===== src/rtl/key_event_gen.sv =====
// key_event_gen
//   Turns the debounced key level into discrete key events: PRESS, RELEASE,
//   LONG (held for HOLD_CYCLES) and REPEAT (every REPEAT_CYCLES after LONG).
//   Events are held in a one-entry output buffer so the consumer can take
//   them at its own pace.
//
// Ports
//   clk          system clock, sole clock domain
//   rst          synchronous, active-high reset
//   key_in       debounced key level, asynchronous to clk
//   en           1: generate events; 0: FSM held in IDLE, no new events
//   event_valid  buffered event present
//   event_code   00 PRESS, 01 RELEASE, 10 LONG, 11 REPEAT
//   event_ready  consumer accepts the event when event_valid && event_ready
//   key_pressed  synchronised key level, 1 = pressed
//   overflow     sticky flag, set when an event is dropped; cleared by rst
//
// Handshake: an event transfers on every clk edge where event_valid and
// event_ready are both 1. While event_valid=1 and event_ready=0, event_code
// and event_valid do not change; any new event in that window is dropped
// and flagged through overflow.
module key_event_gen #(
  parameter int unsigned HOLD_CYCLES    = 5_000_000,
  parameter int unsigned REPEAT_CYCLES  = 1_000_000,
  parameter int unsigned CNT_W          = 24,
  parameter bit          KEY_ACTIVE_LOW = 1'b1
) (
  input  logic       clk,
  input  logic       rst,
  input  logic       key_in,
  input  logic       en,
  output logic       event_valid,
  output logic [1:0] event_code,
  input  logic       event_ready,
  output logic       key_pressed,
  output logic       overflow
);

  localparam logic [1:0] CODE_PRESS   = 2'b00;
  localparam logic [1:0] CODE_RELEASE = 2'b01;
  localparam logic [1:0] CODE_LONG    = 2'b10;
  localparam logic [1:0] CODE_REPEAT  = 2'b11;

  localparam logic [CNT_W-1:0] HOLD_LAST   = CNT_W'(HOLD_CYCLES - 1);
  localparam logic [CNT_W-1:0] REPEAT_LAST =
    CNT_W'((REPEAT_CYCLES == 0) ? 0 : REPEAT_CYCLES - 1);

  // Raw key level that means "released".
  localparam logic REL_LEVEL = KEY_ACTIVE_LOW;

  typedef enum logic [1:0] {
    IDLE    = 2'd0,
    PRESSED = 2'd1,
    HELD    = 2'd2
  } state_t;

  logic             sync1;
  logic             sync2;
  logic             key_s;
  state_t           state;
  state_t           state_next;
  logic [CNT_W-1:0] cnt;
  logic [CNT_W-1:0] cnt_next;
  logic             emit;
  logic [1:0]       emit_code;
  logic             accept;

  // Two-flop synchroniser; reset to the released level so no spurious PRESS.
  always_ff @(posedge clk) begin
    if (rst) begin
      sync1       <= REL_LEVEL;
      sync2       <= REL_LEVEL;
      key_pressed <= 1'b0;
    end else begin
      sync1       <= key_in;
      sync2       <= sync1;
      key_pressed <= key_s;
    end
  end

  assign key_s = KEY_ACTIVE_LOW ? ~sync2 : sync2;

  always_ff @(posedge clk) begin
    if (rst) begin
      state <= IDLE;
      cnt   <= '0;
    end else begin
      state <= state_next;
      cnt   <= cnt_next;
    end
  end

  // Release is tested first in every pressed state so it wins over LONG/REPEAT.
  always_comb begin
    state_next = state;
    cnt_next   = cnt;
    emit       = 1'b0;
    emit_code  = CODE_PRESS;
    if (!en) begin
      state_next = IDLE;
      cnt_next   = '0;
    end else begin
      case (state)
        IDLE: begin
          if (key_s) begin
            state_next = PRESSED;
            cnt_next   = '0;
            emit       = 1'b1;
            emit_code  = CODE_PRESS;
          end
        end
        PRESSED: begin
          if (!key_s) begin
            state_next = IDLE;
            cnt_next   = '0;
            emit       = 1'b1;
            emit_code  = CODE_RELEASE;
          end else if (cnt == HOLD_LAST) begin
            state_next = HELD;
            cnt_next   = '0;
            emit       = 1'b1;
            emit_code  = CODE_LONG;
          end else begin
            cnt_next = cnt + 1'b1;
          end
        end
        HELD: begin
          if (!key_s) begin
            state_next = IDLE;
            cnt_next   = '0;
            emit       = 1'b1;
            emit_code  = CODE_RELEASE;
          end else if (REPEAT_CYCLES != 0) begin
            if (cnt == REPEAT_LAST) begin
              cnt_next  = '0;
              emit      = 1'b1;
              emit_code = CODE_REPEAT;
            end else begin
              cnt_next = cnt + 1'b1;
            end
          end
        end
        default: begin
          state_next = IDLE;
          cnt_next   = '0;
        end
      endcase
    end
  end

  assign accept = event_valid && event_ready;

  // One-entry buffer: a new event may replace the entry being accepted in
  // the same cycle; otherwise an event arriving at a full, stalled buffer is lost.
  always_ff @(posedge clk) begin
    if (rst) begin
      event_valid <= 1'b0;
      event_code  <= CODE_PRESS;
      overflow    <= 1'b0;
    end else if (emit && (!event_valid || accept)) begin
      event_valid <= 1'b1;
      event_code  <= emit_code;
    end else if (emit) begin
      overflow <= 1'b1;
    end else if (accept) begin
      event_valid <= 1'b0;
    end
  end

endmodule


===== config.mk =====
export PLATFORM = sky130hd
export DESIGN_NAME = key_event_gen
export DESIGN_NICKNAME = d
export VERILOG_FILES = /design/src/rtl/key_event_gen.sv
export SDC_FILE = /design/constraint.sdc
export NUM_CORES = 1
export LEC_CHECK = 0
export BUFFER_PORTS_ARGS = -buffer_cell sky130_fd_sc_hd__buf_4
export CORE_MARGIN = 1.5
export CORE_UTILIZATION = 57
export DETAILED_ROUTE_END_ITERATION = 6
export PLACE_DENSITY_LB_ADDON = 0.3
export SLEW_MARGIN = 20
export SYNTH_ARGS = -nofsm -noshare
export SYNTH_HDL_FRONTEND = slang
export SYNTH_SLANG_ARGS = --single-unit

===== constraint.sdc =====
create_clock -name clk -period 3.6 [get_ports clk]
set_input_delay 0 -clock clk [delete_from_list [all_inputs] [get_ports clk]]
set_output_delay 0 -clock clk [all_outputs]
set_load 0.005 [all_outputs]

==> flow_summary.toml <==
[floorplan]
die_height_um = 62.6
placement_rows = 21
fp.dieArea_mm2 = 0.00391
io-pin-count = 10
floorplan.core_area_mm2 = 0.00336
die_w_um = 62.6
start_util_pct = 60.1

[setup_path]
reg2reg_depth = 7
cp-end-kind = "register"
crit-reg2reg-launch = "cnt[0]"
crit_path_cell_trace = "ha_1 > and3_1 > and4_1 > a21oi_2 > buf_4 > o2111ai_1 > o311ai_1"
worst_setup_path_startpoint = "cnt[0]"
critical_path_class = "register to register"
critical_path.max_fanout = 15
critPathMaxStageDelay_ns = 0.51
cp.arrival_ns = 2.77
worstPathRequired_ns = 3.88
critPathLaunchType = "register"
cpMaxStageDelayCell = "a21oi_2"

[logic_synthesis]
postSynth.topFlopCell = "dfxtp_1"
synth_warnings = 0
synth.net_count = 270
syn_avg_cell_area_um2 = 7.78
synth.yosys.seq_area_share_pct = 32.7
synth_seq_cells = 33
synth.cell_area_mm2 = 0.00202
post_synth_main_area_contributors = "dfxtp_1 33%, nand2_1 8.9%, o211ai_1 5.2%"
post-synth-top-area-cell = "dfxtp_1"
synthArstFlopShare_pct = 0
gate_count_of_the_mapped_netlist = 260
number_of_enable_flip_flop_cells_after_synthesis = 0
synth_cell_types = 52
synth_top_area_share_pct = 32.7

[routing]
detail_route.vias_per_cell = 6.22
num_vias = 1965
wl_um = 4520
antenna_left = 0
firstDrtPassIters = 4
avgRoutedWirePerCell_um = 14.3
initialDrtViolationCount = 106
drt_drc_violations_left = 0

[final_layout]
final_cells = 316
layout.filler_cells = 308
area_growth_syn_to_layout_pct = 12.4
layout_commonest_cell = "nand2_1"
final_nets = 279
post_route_cells_drive_above_1_share_pct = 14.8
insertedDiodeCount = 0
layout_common_cells = "48 x nand2_1, 33 x dfxtp_1, 14 x nand3_1, 14 x o211ai_1, 13 x nor2_1"
final_cell_area_mm2 = 0.00227

[clock_network]
clk_pin_slew_ns = 0.11
cts.root.buffer_cell = "clkbuf_4"
cts.repair.resized = 0
hold_buffers = 5
clockBufferDepth = 2
clock_tree_sinks = 33
cts.repair_timing.setup_buffer_count = 0
htree_levels = 2
clock_tree_from_tritoncts = "yes"
number_of_buffers_created_by_cts = 5
clk-insertion-delay-late_ns = 0.36

[sta]
worst_hold_slack_ns = 0.399
drv_slew = 0
total_negative_slack_ns = 0
slew_headroom_pct = 29.6
worstMarginPinSlew_ns = 1.05
final_hold_viol_count = 0
rsz0062_at_grt = "no"
clock-skew-final_ns = 0.00994
layout_min_cycle_time_ns = 2.49
max_clock_freq_mhz = 401
timing.final.ws_setup_ns = 1.11
final_min_period_over_clock_period_pct = 69.2
timing.final.setup_violations = 0

[place]
post_dp_cell_area_mm2 = 0.00212
hpwl_um = 3020
gp_routability_congestion = 0.817
io_port_bufs = 9
place_worst_setup_slack_ns = 1.17
placed_cells_incl_taps = 303

[pwr]
cellPowerDensity_mw_per_mm2 = 330
comb_power_share_pct = 3.8
power_report.internal_total_uw = 595
net-switching-power_uw = 155
vdd_drop_max_uv = 220
power.leakage_uw = 0.000770
pwr-share-seq_pct = 49.1
p_clk_share_pct = 47.1
p_sw_share_pct = 20.7

[global_route]
grt-ovfl-total = 0
initial_antenna_violation_count = 0
grt_first_pass_wirelength_um = 7950
grt_pass1_vias = 1775
gr-usage-all-layers_pct = 25.5
maximum_number_of_pins_on_one_net_before_global_route_repair = 25

[min_path]
worstHoldPathType = "input pin to register"
hold_path_cell_cnt = 3
timing.hold.worst.start = "rst"

[run_status]
outcome = "finished, final reports clean"

[job]
max-cap-violations = 0
[path summary, 6_finish.rpt]
| kind | end | slack [ns] |
|---|---|---|
| setup / recovery | cnt[17] | 1.11 |
| hold / removal | overflow | 0.40 |
| setup reg to reg | cnt[17] | 1.11 |
| hold reg to reg | sync2 | 0.43 |
[per-stage QoR]
step | power [µW] | util [%]
after floorplan | 392 | -
after global placement | 401 | 63.0
after detailed placement | 401 | 63.0
after CTS | 760 | 67.6
after global routing | 780 | 67.6
final | 750 | 67.6
[cell families (layout without fill, tap and decap cells)]
logic type | count (synthesis) | in the layout | synth area share, %
AOI/OAI and AO/OA | 59 | 59 | 22.6
xor gates and xnor gates | 1 | 1 | 0.433
adders and majority gates | 5 | 5 | 3.09
buffers and inverters | 23 | 33 | 4.39
DFF | 33 | 33 | 32.7
muxes | 2 | 2 | 1.05
and+or+nand+nor | 137 | 137 | 35.8
[final cells by class]
| type | instances | area (µm²) | share of cell area [%] |
|---|---|---|---|
| Multi-Input combinational cell | 204 | 1280 | 56.4 |
| Sequential cell | 33 | 661 | 29.1 |
| Timing Repair Buffer | 17 | 140 | 6.17 |
| Clock inverter | 3 | 65.1 | 2.86 |
| Tap cell | 46 | 57.6 | 2.53 |
| Clock buffer | 5 | 37.5 | 1.65 |
| Inverter | 8 | 30.0 | 1.32 |
[power by group through the flow]
| stage | clock [µW] | combinational (µW) | sequential, µW |
|---|---|---|---|
| 3_3_place_gp | 0 | 23.7 | 377 |
| 4_1_cts | 363 | 28.2 | 369 |
| 6_report | 353 | 28.2 | 369 |
| 3_5_place_dp | 0 | 23.6 | 377 |
| 5_1_grt | 380 | 31.2 | 369 |
| 2_1_floorplan | 0 | 16.2 | 376 |
[worst max-delay path, delay by kind of cell, from the launching register on]
family / cells / cell delay (ns)
buffers and inverters: 1 / 0.32
AO/OA/AOI/OAI: 3 / 0.95
AND/OR/NAND/NOR: 2 / 0.51
flip-flops: 1 / 0.36
adder cells (fa/ha/maj): 1 / 0.27
[registers in the layout, indices dropped and copies added (netlist names)]
| signal | flops |
|---|---|
| cnt | 24 |
| event_code | 2 |
| state | 2 |
| event_valid | 1 |
| key_pressed | 1 |
| overflow | 1 |
| sync1 | 1 |
| sync2 | 1 |
[metal layers]
metal | share of wire [%] | global-route usage (%) | vias up
met5 | 0 | 0 | -
met3 | 3.6 | 5.23 | 8
li1 | - | - | 989
met4 | 2.2 | 14.2 | 0
met2 | 47 | 40.7 | 34
met1 | 47 | 32.2 | 934
[synth_stat cells (all sizes together), types with 2 or more instances]
library cell   n
nor3           6
dfxtp         33
o2111ai       10
o21ai          4
and3           3
and4           2
or2            7
nand3         15
nor2b          7
or3            5
o31a           2
nor4           7
nand4          5
ha             5
nand2         48
nand2b         4
o311ai         2
a22oi          2
or4            4
nor2          13
o211ai        15
o21a           2
o221ai        10
clkbuf        11
a21oi          8
inv            8
and2           6
buf            4
Power figures use the tool's default switching activity.
